`config.mk`:
```
export PLATFORM = sky130hd
export DESIGN_NAME = dpll_loop_ctrl
export DESIGN_NICKNAME = d
export VERILOG_FILES = /design/src/rtl/dpll_loop_ctrl.sv
export SDC_FILE = /design/constraint.sdc
export NUM_CORES = 1
export LEC_CHECK = 0
export ABC_AREA = 1
export CAP_MARGIN = 20
export CELL_PAD_IN_SITES_DETAIL_PLACEMENT = 0
export CELL_PAD_IN_SITES_GLOBAL_PLACEMENT = 1
export CORE_ASPECT_RATIO = 0.75
export CORE_MARGIN = 8
export CORE_UTILIZATION = 42
export DETAILED_ROUTE_END_ITERATION = 6
export GPL_TIMING_DRIVEN = 0
export PLACE_DENSITY = 0.77
export SLEW_MARGIN = 40
export SYNTH_ARGS = -nofsm -noshare
export SYNTH_HDL_FRONTEND = slang
export SYNTH_SLANG_ARGS = --single-unit
```
`constraint.sdc`:
```
create_clock -name clk_i -period 3.1 [get_ports clk_i]
set_input_delay 0.775 -clock clk_i [delete_from_list [all_inputs] [get_ports clk_i]]
set_output_delay 0.775 -clock clk_i [all_outputs]
set_load 0.05 [all_outputs]
```
`src/rtl/dpll_loop_ctrl.sv`:
```
// Digital PLL loop controller: K-counter phase filter steering a clamped DCO period,
// a phase counter generating the DCO tick, and an IDLE/ACQUIRE/LOCKED lock detector.
module dpll_loop_ctrl #(
  parameter int K_MAX    = 16,
  parameter int N_W      = 16,
  parameter int N_NOM    = 1000,
  parameter int N_MIN    = 900,
  parameter int N_MAX    = 1100,
  parameter int LOCK_WIN = 8
) (
  input  logic           clk_i,
  input  logic           reset_i,
  input  logic           enable_i,
  input  logic           forwarding_i,
  input  logic           slowing_i,
  output logic [N_W-1:0] period_o,
  output logic           tick_o,
  output logic           carry_o,
  output logic           borrow_o,
  output logic           locked_o,
  output logic [1:0]     state_o
);

  typedef enum logic [1:0] {
    S_IDLE    = 2'd0,
    S_ACQUIRE = 2'd1,
    S_LOCKED  = 2'd2
  } state_t;

  localparam int KW = $clog2(K_MAX + 1) + 1;
  localparam int QW = $clog2(LOCK_WIN + 1);

  localparam logic signed [KW-1:0] K_POS = KW'(K_MAX);
  localparam logic signed [KW-1:0] K_NEG = -K_POS;
  localparam logic signed [KW-1:0] K_ONE = KW'(1);
  localparam logic [N_W-1:0] P_NOM = N_W'(N_NOM);
  localparam logic [N_W-1:0] P_MIN = N_W'(N_MIN);
  localparam logic [N_W-1:0] P_MAX = N_W'(N_MAX);
  localparam logic [N_W-1:0] P_ONE = N_W'(1);
  localparam logic [QW-1:0]  Q_WIN = QW'(LOCK_WIN);
  localparam logic [QW-1:0]  Q_ONE = QW'(1);

  state_t                state, state_nxt;
  logic signed [KW-1:0]  kcnt, k_sum;
  logic [N_W-1:0]        phase, period_dec, period_inc;
  logic [QW-1:0]         quiet;
  logic                  run, hit_pos, hit_neg, wrap, pulse;

  always_comb begin
    run   = enable_i && (state != S_IDLE);
    pulse = carry_o | borrow_o;
    k_sum = kcnt;
    if (forwarding_i && !slowing_i)
      k_sum = kcnt + K_ONE;
    else if (slowing_i && !forwarding_i)
      k_sum = kcnt - K_ONE;
    hit_pos    = (k_sum == K_POS);
    hit_neg    = (k_sum == K_NEG);
    // >= rather than == so a period that just shrank below the count still wraps
    wrap       = (phase >= period_o - P_ONE);
    period_dec = (period_o > P_MIN) ? period_o - P_ONE : P_MIN;
    period_inc = (period_o < P_MAX) ? period_o + P_ONE : P_MAX;
  end

  always_comb begin
    state_nxt = state;
    case (state)
      S_IDLE: begin
        if (enable_i) state_nxt = S_ACQUIRE;
      end
      S_ACQUIRE: begin
        if (!enable_i)                   state_nxt = S_IDLE;
        else if (!pulse && quiet == Q_WIN) state_nxt = S_LOCKED;
      end
      S_LOCKED: begin
        if (!enable_i)  state_nxt = S_IDLE;
        else if (pulse) state_nxt = S_ACQUIRE;
      end
      default: state_nxt = S_IDLE;
    endcase
  end

  always_ff @(posedge clk_i) begin
    if (reset_i) begin
      state    <= S_IDLE;
      period_o <= P_NOM;
      kcnt     <= '0;
      phase    <= '0;
      quiet    <= '0;
      tick_o   <= 1'b0;
      carry_o  <= 1'b0;
      borrow_o <= 1'b0;
    end else begin
      state <= state_nxt;
      if (!run) begin
        kcnt     <= '0;
        phase    <= '0;
        quiet    <= '0;
        tick_o   <= 1'b0;
        carry_o  <= 1'b0;
        borrow_o <= 1'b0;
      end else begin
        kcnt     <= (hit_pos || hit_neg) ? '0 : k_sum;
        carry_o  <= hit_pos;
        borrow_o <= hit_neg;
        if (hit_pos)
          period_o <= period_dec;
        else if (hit_neg)
          period_o <= period_inc;
        phase  <= wrap ? '0 : phase + P_ONE;
        tick_o <= wrap;
        // a correction always wins over a coincident quiet tick
        if (pulse)
          quiet <= '0;
        else if (state == S_ACQUIRE && tick_o && quiet != Q_WIN)
          quiet <= quiet + Q_ONE;
      end
    end
  end

  assign state_o  = state;
  assign locked_o = (state == S_LOCKED);

endmodule

```
* Word-level counts from Yosys, hierarchy flattened
Index checks and enable logic that the tools add are counted.
** Storage, ports and cells
- Latch bits :: 0
- Memories :: 0
- Word-level logic and storage cells :: 59
- Output and inout bits :: 22
- Bits in writable memories :: 0
- ROM bits :: 0
- Bits of input ports :: 5
- Register bits after elaboration :: 47
** Operators by class
- Equality and inequality tests :: 9
- Add/sub/neg operators :: 6
- Bitwise gates (word level) :: 2
- Shift operators :: 0
- Muxes and demuxes :: 12
- Reduce and logical (&&, ||, !) cells :: 19
- Divide/modulo/power cells :: 0
- $mul :: 0
- Magnitude comparators :: 3
** Operator list (count)
- 2-to-1 mux 16 bit :: 4
- adder 16 x 1 -> 16 bit (second input constant) :: 2
- greater-or-equal comparator 16 bit :: 1
- greater-than comparator 16 x 10 -> 1 bit (second input constant) :: 1
- less-than comparator 16 x 11 -> 1 bit (second input constant) :: 1
- subtractor 16 x 1 -> 16 bit (second input constant) :: 1
- 2-to-1 mux 6 bit :: 2
- 2-to-1 mux 2 bit :: 5
- OR reduction 3 bit :: 3
- adder 6 x 2 -> 6 bit (second input constant) :: 1
- equality test 6 x 5 -> 1 bit (second input constant) :: 1
- equality test 6 bit (second input constant) :: 1
- logical AND 1 bit :: 6
- case mux 2 bit (3 select lines) :: 1
- subtractor 6 x 2 -> 6 bit (second input constant) :: 1
- adder 4 x 1 -> 4 bit (second input constant) :: 1
- equality test 4 bit (second input constant) :: 1
- != test 4 bit (second input constant) :: 1
- nonzero test 2 bit :: 2
- logical NOT 1 bit :: 3
- != test 3 x 2 -> 1 bit (second input constant) :: 1
- != test 3 bit (second input constant) :: 1
- AND reduction 3 bit :: 1
- equality test 2 x 1 -> 1 bit (second input constant) :: 1
- 8 further kinds :: 8

* Depth between registers and ports, before layout
- Depth after elaboration :: 7
- Mapped depth :: 17
- Depth with buffers taken out :: 17

* Worst setup path before layout
OpenSTA, ideal clock, no wires.
- Path kind :: register to register
- Start :: register period_o[5]
- End :: register phase[15]
- Data required time :: 2.983 ns
- Path buffers :: 2
- Library setup time :: 0.117 ns
- Stages on the path, launching flop included :: 18
- Setup slack :: 0.129 ns
- Period minus slack after synthesis :: 2.971 ns
- Arrival :: 2.854 ns
- Cell sequence :: dfxtp_1 > buf_2 > nor2_1 > nand2_2 > nor2_1 > nand3_1 > nor3_1 > nand4_1 > xor2_1 > ha_1 > nand2_1 > inv_1 > nand3_1 > nor3_1 > nand3_1 > nand4_1 > buf_2 > nor2_1
** On the way
- Longest elaborated chain between the ends :: 3
** RTL lines
- start, declared :: line 16 : output logic [N_W-1:0] period_o,
- start signal, assigned :: line 107 : period_o <= period_dec;
- start signal, assigned :: line 109 : period_o <= period_inc;
- subtractor 16 x 1 -> 16 bit :: line 60 : wrap = (phase >= period_o - P_ONE);
- greater-or-equal comparator 16 bit :: line 60
- OR reduction 3 bit (no line)
- end signal, assigned :: line 110 : phase <= wrap ? '0 : phase + P_ONE;
- end, declared :: line 45 : logic [N_W-1:0] phase, period_dec, period_inc;
Every way passes these cells.
A chain may end at the register's enable or synchronous reset.

* Worst setup path after layout
Ends and elaborated chain as after synthesis.

==> results_tabular.tex <==
\begin{tabular}{lr}
\hline
Metric & Value \\
\hline
\multicolumn{2}{l}{\textbf{Min path}} \\
\quad Type of the most critical hold path & register to register \\
\multicolumn{2}{l}{\textbf{Power and ir drop}} \\
\quad Power density relative to cell area & 332 nW/um2 \\
\quad Peak ir drop on the vdd network & 0.000168 V \\
\quad Total design power & 1300 uW \\
\quad Total leakage power & 0.00167 uW \\
\multicolumn{2}{l}{\textbf{Placed design}} \\
\quad Area after DPL & 3680 um2 \\
\quad Cells after DPL & 616 \\
\quad Estimated wirelength of the detail-placed design & 6.33 mm \\
\quad Routability-driven placement congestion ratio & 0.851 \\
\quad Number of buffers inserted by port buffering & 26 \\
\multicolumn{2}{l}{\textbf{Clock network}} \\
\quad Clock Sink Count & 47 \\
\quad Clock tree from TritonCTS & yes \\
\quad CTS max path bufs & 2 \\
\quad Root Driver & sky130\_fd\_sc\_hd\_\_clkbuf\_8 \\
\quad \# H-tree levels & 2 \\
\quad Inserted Clock Buffers & 5 \\
\quad Latest clock arrival within the worst-skew pair & 0.30 ns \\
\quad Clock transition at path regs & 0.10 ns \\
\multicolumn{2}{l}{\textbf{Final layout}} \\
\quad Growth of design area from synthesis to finish & 19.2\% \\
\quad Nets & 549 \\
\quad Fraction of final layout cells sized beyond drive strength 1 & 13.8\% \\
\quad Non-filler instance count after layout & 627 \\
\quad Area of all placed cells without fillers & 3920 um2 \\
\quad Total inserted antenna cells & 0 \\
\quad Final-layout fill cell count & 797 \\
\multicolumn{2}{l}{\textbf{Detailed routing}} \\
\quad Number of DRC markers after the initial detailed-route iteration & 144 \\
\quad Routed len/inst & 13.1 um \\
\quad Total iterations of the first detailed-routing run & 4 \\
\quad Via count & 3,012 \\
\quad Remaining antenna violation count & 0 \\
\quad Vias per cell & 4.80 \\
\quad Drt total wl & 8.20 mm \\
\quad DR DRC count & 0 \\
\multicolumn{2}{l}{\textbf{Critical path}} \\
\quad Worst path arrival time & 3.08 ns \\
\quad Critical path fanouts, max & 10 \\
\quad Largest stage delay, worst path & 0.32 ns \\
\quad CP Class & register to register \\
\quad Worst endpoint required time & 3.29 ns \\
\quad Cell chain of the critical path & buf\_2, nor2\_4, nand2\_2, nor2\_2, nand3\_2, nor3\_4, nand4\_1, xor2\_1, ha\_1, nand2\_1, inv\_1, nand3\_1, nor3\_2, nand3\_1, nand4\_1, buf\_6, nor2\_1 \\
\quad Kind of start point of the critical path & register \\
\quad Nature of the critical path endpoint & register \\
\quad Internal reg-to-reg setup slack & 0.21 ns \\
\quad Critical Path Slowest Stage Cell & sky130\_fd\_sc\_hd\_\_dfxtp\_1 \\
\multicolumn{2}{l}{\textbf{Floorplanning}} \\
\quad Row count & 28 \\
\quad Floorplan die width & 118 um \\
\quad Num ports & 27 \\
\quad Area of the die & 10,900 um2 \\
\quad Die Y-Extent & 92.6 um \\
\quad Starting density of the core & 42.4\% \\
\quad Floorplan Core Area & 7740 um2 \\
\multicolumn{2}{l}{\textbf{Synthesis}} \\
\quad Mean cell area of the mapped netlist & 6.77 um2 \\
\quad Top flip-flop cell by instance count after synthesis & sky130\_fd\_sc\_hd\_\_dfxtp\_1 \\
\quad Area of the mapped netlist & 3280 um2 \\
\quad Number of flops mapped to enable cells by yosys & 0 \\
\quad Syn Nets & 513 \\
\quad Gate count of the mapped netlist & 485 \\
\quad Synth async-reset ratio & 0\% \\
\quad Post-synthesis sequential area ratio & 28.6\% \\
\quad Count of distinct cell types in the synthesized netlist & 35 \\
\quad Warnings, synthesis & 0 \\
\quad Number of flip-flops and latches in the synthesized netlist & 47 \\
\multicolumn{2}{l}{\textbf{Status}} \\
\quad Result of the run & complete, no violations \\
\multicolumn{2}{l}{\textbf{Timing}} \\
\quad Final count of hold timing violations & 0 \\
\quad Final Setup Violations & 0 \\
\quad Relative max-transition margin & 66.7\% \\
\quad Slew of the pin with the lowest slew margin & 0.498 ns \\
\quad Skew final & 0.0168 ns \\
\quad Final Max Tran Viols & 0 \\
\quad Min Clock Period, post-route & 2.89 ns \\
\quad Peak clock frequency supported by timing & 346 MHz \\
\quad Part of the cycle the worst path needs & 93.2\% \\
\multicolumn{2}{l}{\textbf{GRT}} \\
\quad Antenna violations before repair & 0 \\
\quad Number of global-route vias before repair & 2,684 \\
\quad Maximum number of pins on one net before global-route repair & 15 \\
\quad All-layer global routing usage & 15.0\% \\
\quad Remaining global-route overflow & 0 \\
\quad First-pass GRT wire length & 13.5 mm \\
\multicolumn{2}{l}{\textbf{Run}} \\
\quad Total of max-cap violations & 0 \\
\hline
\end{tabular}
[timing repair]
action                                  CTS  global route
pin swaps                                 1             5
endpoints found under the setup margin   10            17
setup buffers                             1             2
hold buffers                              0             0
resized for setup                         1            20
cloned                                    0             0
[cell usage after synthesis (3+ instances only)]
cell type,number,area share (%)
sky130_fd_sc_hd__nand2_1,105,12
sky130_fd_sc_hd__inv_1,66,7.5
sky130_fd_sc_hd__nor2_1,62,7.1
sky130_fd_sc_hd__dfxtp_1,47,29
sky130_fd_sc_hd__nand3_1,31,4.7
sky130_fd_sc_hd__a21oi_1,25,3.8
sky130_fd_sc_hd__ha_1,23,8.8
sky130_fd_sc_hd__xor2_1,23,6.1
sky130_fd_sc_hd__nor3_1,13,2.0
sky130_fd_sc_hd__o21ai_1,11,1.7
sky130_fd_sc_hd__o21ai_0,10,1.5
sky130_fd_sc_hd__nor2_2,8,1.5
sky130_fd_sc_hd__nand2_2,7,1.3
sky130_fd_sc_hd__xnor2_1,7,1.9
sky130_fd_sc_hd__a21oi_2,6,1.6
sky130_fd_sc_hd__nand4_1,5,0.95
sky130_fd_sc_hd__buf_2,4,0.61
sky130_fd_sc_hd__buf_6,3,1.0
sky130_fd_sc_hd__nand3_2,3,0.91
sky130_fd_sc_hd__nor2_4,3,1.0
sky130_fd_sc_hd__or2_2,3,0.57
[final timing paths]
kind | startpoint | to | cells past startpoint
setup / recovery | period_o[5] | phase[15] | 17
hold / removal | quiet[3] | quiet[3] | 1
setup reg to reg | period_o[5] | phase[15] | 17
hold reg to reg | quiet[3] | quiet[3] | 1
[state kept, by name, indices dropped and copies added, names as in the netlist]
name,cells
state_o,2
borrow_o,1
phase,16
tick_o,1
period_o,16
carry_o,1
quiet,4
kcnt,6
[critical path, delay by kind of cell, from the launching register on]
family        cells  cell delay (ns)
simple gates     12             1.53
buf+inv           3             0.41
flops             1             0.32
fa+ha+maj         1             0.31
xor+xnor          1             0.20
[power by group]
group | total [uW] | switching [uW] | internal, uW
clock network | 538 | 216 | 323
logic | 147 | 98.9 | 47.7
registers | 616 | 7.07 | 609
[routing by layer]
| layer | global-route usage, % | wire length, um | up-vias |
|---|---|---|---|
| met4 | 2.87 | 36 | 0 |
| met1 | 22.2 | 4410 | 1351 |
| met3 | 2.98 | 391 | 4 |
| met5 | 0 | 0 | - |
| li1 | - | - | 1607 |
| met2 | 22.1 | 3350 | 50 |
[kinds of logic (layout without fill, tap and decap cells)]
logic type                 count (synthesis)  after routing  synth area share [%]
and+or+nand+nor                          247            247                  33.9
buffers and inverters                     79            116                  10.4
AOI/OAI and AO/OA                         59             59                  10.3
DFF                                       47             47                  28.6
xor gates and xnor gates                  30             30                  8.00
adders and majority gates                 23             23                  8.76
[area by class of cell]
type	count	area (um2)	area share, %
Clock buffer	6	72.6	1.85
Timing Repair Buffer	29	287	7.32
Tap cell	105	131	3.36
Clock inverter	2	60.1	1.53
Inverter	70	268	6.84
Sequential cell	47	942	24.1
Multi-Input combinational cell	359	2070	53.0
Buffer	9	80.1	2.05
[through the flow]
stage | TNS, ns | worst slack, ns | util, % | hold slack (ns)
after floorplan | 0 | 0.129 | - | 0.428
after detailed placement | -1.90 | -0.203 | 47.5 | 0.467
after global routing | -0.156 | -0.0311 | 50.6 | 0.503
after global placement | -1.57 | -0.170 | 47.5 | 0.447
final | 0 | 0.211 | 50.6 | 0.471
after CTS | 0 | 0.0474 | 49.3 | 0.482
[cell usage in the layout (no fill, tap or decap), types with 3 or more instances in the layout]
cell	Yosys	routed
sky130_fd_sc_hd__inv_1	66	65
sky130_fd_sc_hd__xor2_1	23	20
sky130_fd_sc_hd__ha_1	23	22
sky130_fd_sc_hd__xor2_2	0	3
sky130_fd_sc_hd__nor3_1	13	11
sky130_fd_sc_hd__or2_2	3	3
sky130_fd_sc_hd__nand4_1	5	5
sky130_fd_sc_hd__nand3_1	31	30
sky130_fd_sc_hd__buf_2	4	3
sky130_fd_sc_hd__a21oi_1	25	24
sky130_fd_sc_hd__nor2_1	62	58
sky130_fd_sc_hd__xnor2_1	7	7
sky130_fd_sc_hd__inv_2	2	3
sky130_fd_sc_hd__nor2_2	8	10
sky130_fd_sc_hd__o21ai_0	10	10
sky130_fd_sc_hd__nand3_2	3	4
sky130_fd_sc_hd__nor2_4	3	5
sky130_fd_sc_hd__o21ai_1	11	11
sky130_fd_sc_hd__clkbuf_8	0	5
sky130_fd_sc_hd__a21oi_2	6	7
sky130_fd_sc_hd__nand2_1	105	104
sky130_fd_sc_hd__nand2_2	7	8
sky130_fd_sc_hd__dfxtp_1	47	46
sky130_fd_sc_hd__buf_6	3	5
sky130_fd_sc_hd__clkdlybuf4s50_1	0	26
Power figures use the tool's default switching activity.
